[src/rtl/uart_rx_fifo.sv]
// Receive FIFO behind a UART receiver: captures one byte plus parity flag per
// completed frame, pops on bus request, and raises a level interrupt on fill.
module uart_rx_fifo #(
  parameter int unsigned DEPTH  = 8,
  parameter int unsigned THRESH = 1
) (
  input  logic       clk,
  input  logic       rstN,
  input  logic [7:0] rx_data,
  input  logic       rx_busy,
  input  logic       rx_check_error,
  input  logic       irq_en,
  input  logic       rd_en,
  input  logic       clr,
  output logic [7:0] rd_data,
  output logic       rd_err,
  output logic       empty,
  output logic       full,
  output logic [4:0] count,
  output logic       overflow,
  output logic       irq
);

  localparam int unsigned PW = (DEPTH > 1) ? $clog2(DEPTH) : 1;
  localparam int unsigned CW = 5;
  localparam int unsigned EW = 9;

  logic [EW-1:0] mem_q [DEPTH];

  logic [PW-1:0] wr_ptr_q, wr_ptr_d;
  logic [PW-1:0] rd_ptr_q, rd_ptr_d;
  logic [CW-1:0] count_q, count_d;
  logic          busy_q, busy_d;
  logic          overflow_q, overflow_d;
  logic [7:0]    rd_data_q, rd_data_d;
  logic          rd_err_q, rd_err_d;

  logic push_c;
  logic pop_c;
  logic wr_en_c;

  assign empty    = (count_q == '0);
  assign full     = (count_q == CW'(DEPTH));
  assign irq      = irq_en & (count_q >= CW'(THRESH));
  assign count    = count_q;
  assign overflow = overflow_q;
  assign rd_data  = rd_data_q;
  assign rd_err   = rd_err_q;

  // A frame completes on the falling edge of rx_busy; a full FIFO only
  // accepts it when a pop frees a slot in the same cycle.
  always_comb begin
    push_c     = busy_q & ~rx_busy;
    pop_c      = rd_en & ~empty;
    wr_en_c    = push_c & (~full | pop_c);
    wr_ptr_d   = wr_ptr_q;
    rd_ptr_d   = rd_ptr_q;
    count_d    = count_q;
    overflow_d = overflow_q;
    rd_data_d  = rd_data_q;
    rd_err_d   = rd_err_q;
    busy_d     = rx_busy;
    if (clr) begin
      wr_ptr_d   = '0;
      rd_ptr_d   = '0;
      count_d    = '0;
      overflow_d = 1'b0;
    end else begin
      if (wr_en_c) begin
        wr_ptr_d = wr_ptr_q + PW'(1);
      end
      if (pop_c) begin
        rd_ptr_d  = rd_ptr_q + PW'(1);
        rd_data_d = mem_q[rd_ptr_q][7:0];
        rd_err_d  = mem_q[rd_ptr_q][8];
      end
      count_d = count_q + CW'(wr_en_c) - CW'(pop_c);
      if (push_c & full & ~pop_c) begin
        overflow_d = 1'b1;
      end
    end
  end

  always_ff @(posedge clk or negedge rstN) begin
    if (!rstN) begin
      wr_ptr_q   <= '0;
      rd_ptr_q   <= '0;
      count_q    <= '0;
      busy_q     <= 1'b0;
      overflow_q <= 1'b0;
      rd_data_q  <= '0;
      rd_err_q   <= 1'b0;
    end else begin
      wr_ptr_q   <= wr_ptr_d;
      rd_ptr_q   <= rd_ptr_d;
      count_q    <= count_d;
      busy_q     <= busy_d;
      overflow_q <= overflow_d;
      rd_data_q  <= rd_data_d;
      rd_err_q   <= rd_err_d;
    end
  end

  // Data storage carries no reset; only control state is reset.
  always_ff @(posedge clk) begin
    if (wr_en_c && !clr) begin
      mem_q[wr_ptr_q] <= {rx_check_error, rx_data};
    end
  end

endmodule

[config.mk]
export PLATFORM = sky130hd
export DESIGN_NAME = uart_rx_fifo
export DESIGN_NICKNAME = d
export VERILOG_FILES = /design/src/rtl/uart_rx_fifo.sv
export SDC_FILE = /design/constraint.sdc
export NUM_CORES = 1
export LEC_CHECK = 0
export ABC_AREA = 1
export CORE_UTILIZATION = 37
export DETAILED_ROUTE_END_ITERATION = 8
export GPL_TIMING_DRIVEN = 0
export MAX_ROUTING_LAYER = met4
export PLACE_DENSITY_LB_ADDON = 0.15
export SETUP_SLACK_MARGIN = 0.05
export SLEW_MARGIN = 20
export SYNTH_ARGS = -nofsm -noshare
export SYNTH_HDL_FRONTEND = slang
export SYNTH_SLANG_ARGS = --single-unit
[constraint.sdc]
create_clock -name clk -period 4.8 [get_ports clk]
set_clock_uncertainty 0.15 [all_clocks]
set_input_delay 0.48 -clock clk [delete_from_list [all_inputs] [get_ports clk]]
set_output_delay 0.48 -clock clk [all_outputs]
set_load 0.02 [all_outputs]
=== Word-level counts from Yosys, hierarchy flattened ===
Memory sizes are Yosys's and may differ from the RTL's. A register that Yosys moved wholly into a read port is not among the register bits.
Cells that the tools add are included.

* Reduce and logical (&&, ||, !) cells: 8
* Order comparisons: 1
* Eq/ne operators: 1
* Bitwise logic cells: 12
* Add/subtract/negate cells: 4
* Mux-type cells: 9

{| class="wikitable"
|+ Operators by type and width
! cell !! count
|-
| $mux W3 || 4
|-
| $add A3 B1 Y3 const B || 2
|-
| $and A1 B1 Y1 || 6
|-
| $reduce_bool A2 Y1 || 3
|-
| $add A5 B1 Y5 || 1
|-
| $eq A5 B4 Y1 const B || 1
|-
| $ge A5 B1 Y1 const B || 1
|-
| $logic_not A5 Y1 || 1
|-
| $mux W5 || 1
|-
| $not A1 Y1 || 5
|-
| $sub A5 B1 Y5 || 1
|-
| $mux W1 || 4
|-
| $logic_not A1 Y1 || 2
|-
| $reduce_and A2 Y1 || 1
|-
| $logic_and A1 B1 Y1 || 1
|-
| $or A1 B1 Y1 || 1
|}

* Memories: 1
* RAM bits: 72
* Word-level logic and storage cells: 41
* Bits of input ports: 15
* Register bits: 13
* Output and inout bits: 18

{| class="wikitable"
|+ Memory list
! memory !! depth !! width !! rd ports !! clocked after Yosys merged registers in !! write ports !! line !! text
|-
| mem_q || 8 || 9 || 1 || 1 || 1 || 28 || <nowiki>logic [EW-1:0] mem_q [DEPTH];</nowiki>
|}

=== Depth between registers and ports, before layout ===
* Depth after elaboration: 8
* Depth in mapped cells: 17
* Depth with buffers taken out: 17

=== Worst setup path before layout ===
No wires, ideal clock.

* Path kind: register to register
* Start point: register count_q[2] (netlist: count[2])
* End point: register count_q[4] (netlist: count[4])
* Arrival time: 2.383 ns
* Period minus slack after synthesis: 2.649 ns
* Required time: 4.533 ns
* Stages on the path, launching flop included: 18
* Setup time: 0.117 ns
* Path buffers: 0
* Path slack: 2.151 ns
* Path through: dfrtp_1 -> inv_1 -> ha_1 -> inv_1 -> nor2_1 -> nand2_1 -> nand2_2 -> inv_1 -> o21ai_0 -> nand2_1 -> ha_1 -> fa_1 -> nand2_1 -> nand2_1 -> a21oi_1 -> nand2_1 -> nand2_1 -> nor2_1

* Cells in the longest elaborated chain, start to end: 8
* Elaborated cells on any way between the ends: 10
* Those cells by class: 2 x add/sub; 1 x eq/ne; 1 x mux; 5 x bitwise; 1 x reduce/logical

{| class="wikitable"
|+ RTL lines
! item !! line !! text
|-
| start, declared || 32 || <nowiki>logic [CW-1:0] count_q, count_d;</nowiki>
|-
| start signal, assigned || 96 || <nowiki>count_q <= count_d;</nowiki>
|-
| $logic_not A5 Y1 || 42 || <nowiki>assign empty = (count_q == '0);</nowiki>
|-
| $not A1 Y1 || 54 || <nowiki>pop_c = rd_en & ~empty;</nowiki>
|-
| $and A1 B1 Y1 || 54 ||
|-
| $or A1 B1 Y1 || 55 || <nowiki>wr_en_c = push_c & (~full | pop_c);</nowiki>
|-
| $and A1 B1 Y1 || 55 ||
|-
| $add A5 B1 Y5 || 77 || <nowiki>count_d = count_q + CW'(wr_en_c) - CW'(pop_c);</nowiki>
|-
| $sub A5 B1 Y5 (*) || 77 ||
|-
| $mux W5 (*) || 63 || <nowiki>if (clr) begin</nowiki>
|-
| via count_d[4] || 32 ||
|}

Mark *: on every way through the listed nets, which the timed path passes. The rest lies on a longest branch.
A chain may end at the register's enable or synchronous reset.

=== Worst setup path after layout ===
* Start point: register count_q[3] (netlist: count[3])
* End point: register count_q[4] (netlist: count[4])

The elaborated chain is that of the path after synthesis.

==> qor.yml <==
run_status:
  outcome: "completed"
power:
  pwr-share-comb_pct: 31.1
  switching_share_pct: 33.0
  p_clk_share_pct: 29.8
  seq_power_share_pct: 39.0
  power.switching_mw: 0.838
  peakVddDrop_uv: 261
  p_per_area_mw_per_mm2: 499
  power.leakage_nw: 2.25
  internal-power_mw: 1.70
cts:
  post_cts.repair.setup_buffers: 0
  ctsHoldBuffers: 0
  path_clk_slew_ns: 0.06
  cts_buffer_depth: 2
  cts-root-buf: "clkbuf_16"
  h-tree-depth: 3
  cts.sink_count: 94
  cts_resized: 0
  clk_latency_ns: 0.34
  cts_made_buffers: 9
  cts_tree: "built"
worst_setup_path:
  crit_type: "reg2reg"
  startpoint_type: "flop"
  crit_start: "count[3]"
  cp-end-kind: "flop"
  crit_fanout: 6
  cp.required_ns: 4.88
  reg2reg_from: "count[3]"
  crit_arrival_ns: 2.93
global_route:
  antenna_found_initial: 0
  grt_max_degree: 23
  grt_pass1_wl_um: 15500
  grt_pass1_vias: 2738
  gr-usage-all-layers_pct: 18.9
  grt-ovfl-total: 0
synthesis:
  netlist_area_sq_mm: 0.00428
  yosysSeqAreaShare_pct: 63.4
  ys_ff_latch: 94
  ys_types: 23
  syn_inst: 433
  syn_nets: 460
  synth_area_per_cell_sq_um: 9.88
  ys_warn_count: 0
drt:
  vias: 2942
  first_pass_iters: 4
  ant_nets: 0
  drtIter0Drc: 138
  viasPerCell: 4.74
  drt-total-wl_um: 10100
  avgRoutedWirePerCell_um: 16.3
  remaining_drc_errors: 0
sta:
  max_clock_freq_mhz: 351
  drv_slew: 0
  rsz0062_at_grt: "no"
  fin_tns_setup_ns: 0
  final-hold-violation-count: 0
  worst_pin_slew_ns: 1.09
  slew_headroom_pct: 27.1
  fin_crit_sh_pct: 59.3
  final.min_clock_period_ns: 2.85
  setup_slack_ns: 1.95
  finalSetupViolations: 0
floorplan:
  start_util_pct: 38.8
  die_area_sq_mm: 0.0120
  coreArea_sq_mm: 0.0110
  die_x_um: 110
  die_h_um: 110
  io_pins: 33
  std_cell_rows: 38
placement:
  pre_cts_slack_ns: 1.71
  gp_congestion: 0.749
  port_buffers: 32
  dp.final_hpwl_um: 6400
finish:
  drive_gt1_share_pct: 8.11
  nets: 503
  fin_util_pct: 46.1
  diodes: 0
  n_fill_cell: 1046
  area_growth_pct: 19.0
min_path:
  hold_class: "in2async"
run:
  max_cap_viol_count: 0
per-stage QoR:
step | hold slack (ns) | area (sq um) | std cells | power [mW]
6_report | 0.0135 | 5090 | 621 | 2.54
5_1_grt | 0.0417 | 5090 | 621 | 2.69
4_1_cts | 0.0179 | 5080 | 621 | 2.56
3_5_place_dp | 0.323 | 4770 | 605 | 1.81
3_3_place_gp | 0.315 | 4770 | 605 | 1.80
2_1_floorplan | 0.0344 | 4280 | 433 | 1.50
synthesized netlist by cell type, drive strengths merged:
library cell | instances | area, sq um
nor2 | 22 | 92.6
nand2 | 128 | 485
nand3 | 68 | 345
o21ai | 6 | 30.0
ha | 11 | 138
edfxtp | 72 | 2160
clkbuf | 1 | 3.75
buf | 14 | 93.8
xor2 | 2 | 17.5
fa | 1 | 20.0
dfrtp | 22 | 551
a31oi | 1 | 6.26
a21oi | 4 | 20.0
inv | 77 | 289
nand4 | 3 | 18.8
clkinv | 1 | 3.75
power groups by stage:
stage	clock (mW)	combinational, mW	sequential (mW)
floorplan	0	0.432	1.06
global placement	0	0.792	1.01
CTS	0.767	0.800	0.992
global route	0.798	0.888	1.00
detailed placement	0	0.797	1.01
finish	0.758	0.790	0.991
final timing paths:
check	endpoint	slack, ns	cells after the start
worst max-delay path	count[4]	1.95	17
worst min-delay path	count[4]	0.01	1
worst max register to register	count[4]	1.95	17
worst min register to register	rd_data[4]	0.33	2
max in group asynchronous	rd_data[1]	4.06	1
min in group clk	rd_data[4]	0.33	2
sequential cells by signal, summed over array words and instances (netlist names):
| register | count |
|---|---|
| mem_q | 72 |
| rd_data | 8 |
| count | 5 |
| rd_ptr_q | 3 |
| wr_ptr_q | 3 |
| busy_q | 1 |
| overflow | 1 |
| rd_err | 1 |
cell usage in the layout (no fill, tap or decap), types with 3 or more instances in the layout:
cell type,synthesis,layout
nand2_1,126,126
o21ai_0,6,6
a21oi_1,4,4
nand4_1,3,3
clkdlybuf4s50_1,0,31
ha_1,11,11
dfrtp_1,22,22
edfxtp_1,72,72
nand3_1,67,67
clkbuf_16,0,9
inv_1,74,74
nor2_2,1,3
buf_6,3,3
nor2_1,20,18
clkinvlp_4,0,3
buf_2,9,10
inv_2,3,3
logic make-up after synthesis:
family | synth area share, %
AOI/OAI and AO/OA | 1.32
and+or+nand+nor | 22.0
buffers and inverters | 9.13
DFF | 63.4
adders and majority gates | 3.69
xor gates and xnor gates | 0.410
layout make-up:
type / count / area (sq um) / area share (%)
Sequential cell: 94 / 2710 / 53.3
Multi-Input combinational cell: 246 / 1180 / 23.2
Timing Repair Buffer: 32 / 315 / 6.20
Inverter: 78 / 293 / 5.76
Clock buffer: 10 / 229 / 4.50
Tap cell: 140 / 175 / 3.44
Buffer: 15 / 97.6 / 1.92
Clock inverter: 6 / 86.3 / 1.70
layer usage:
metal / global-route usage (%) / vias up / part of all wire (%)
li1: - / 1473 / -
met1: 25.5 / 1389 / 47
met2: 28.9 / 72 / 46
met3: 3.14 / 8 / 5.2
met4: 7.05 / 0 / 0.96
met5: - / - / 0
critical path, cell delays in order (launching register included):
cell and delay [ns]:
dfrtp_1 0.41, inv_1 0.14, ha_1 0.16, inv_1 0.04, nor2_1 0.12, nand2_1 0.10
nand2_2 0.16, inv_1 0.07, o21ai_0 0.19, nand2_1 0.11, ha_1 0.22, fa_1 0.40
nand2_1 0.09, nand2_1 0.05, a21oi_1 0.15, nand2_1 0.07, nand2_1 0.06, nor2_1 0.04
Note: power is estimated with default switching activity, not from simulation.
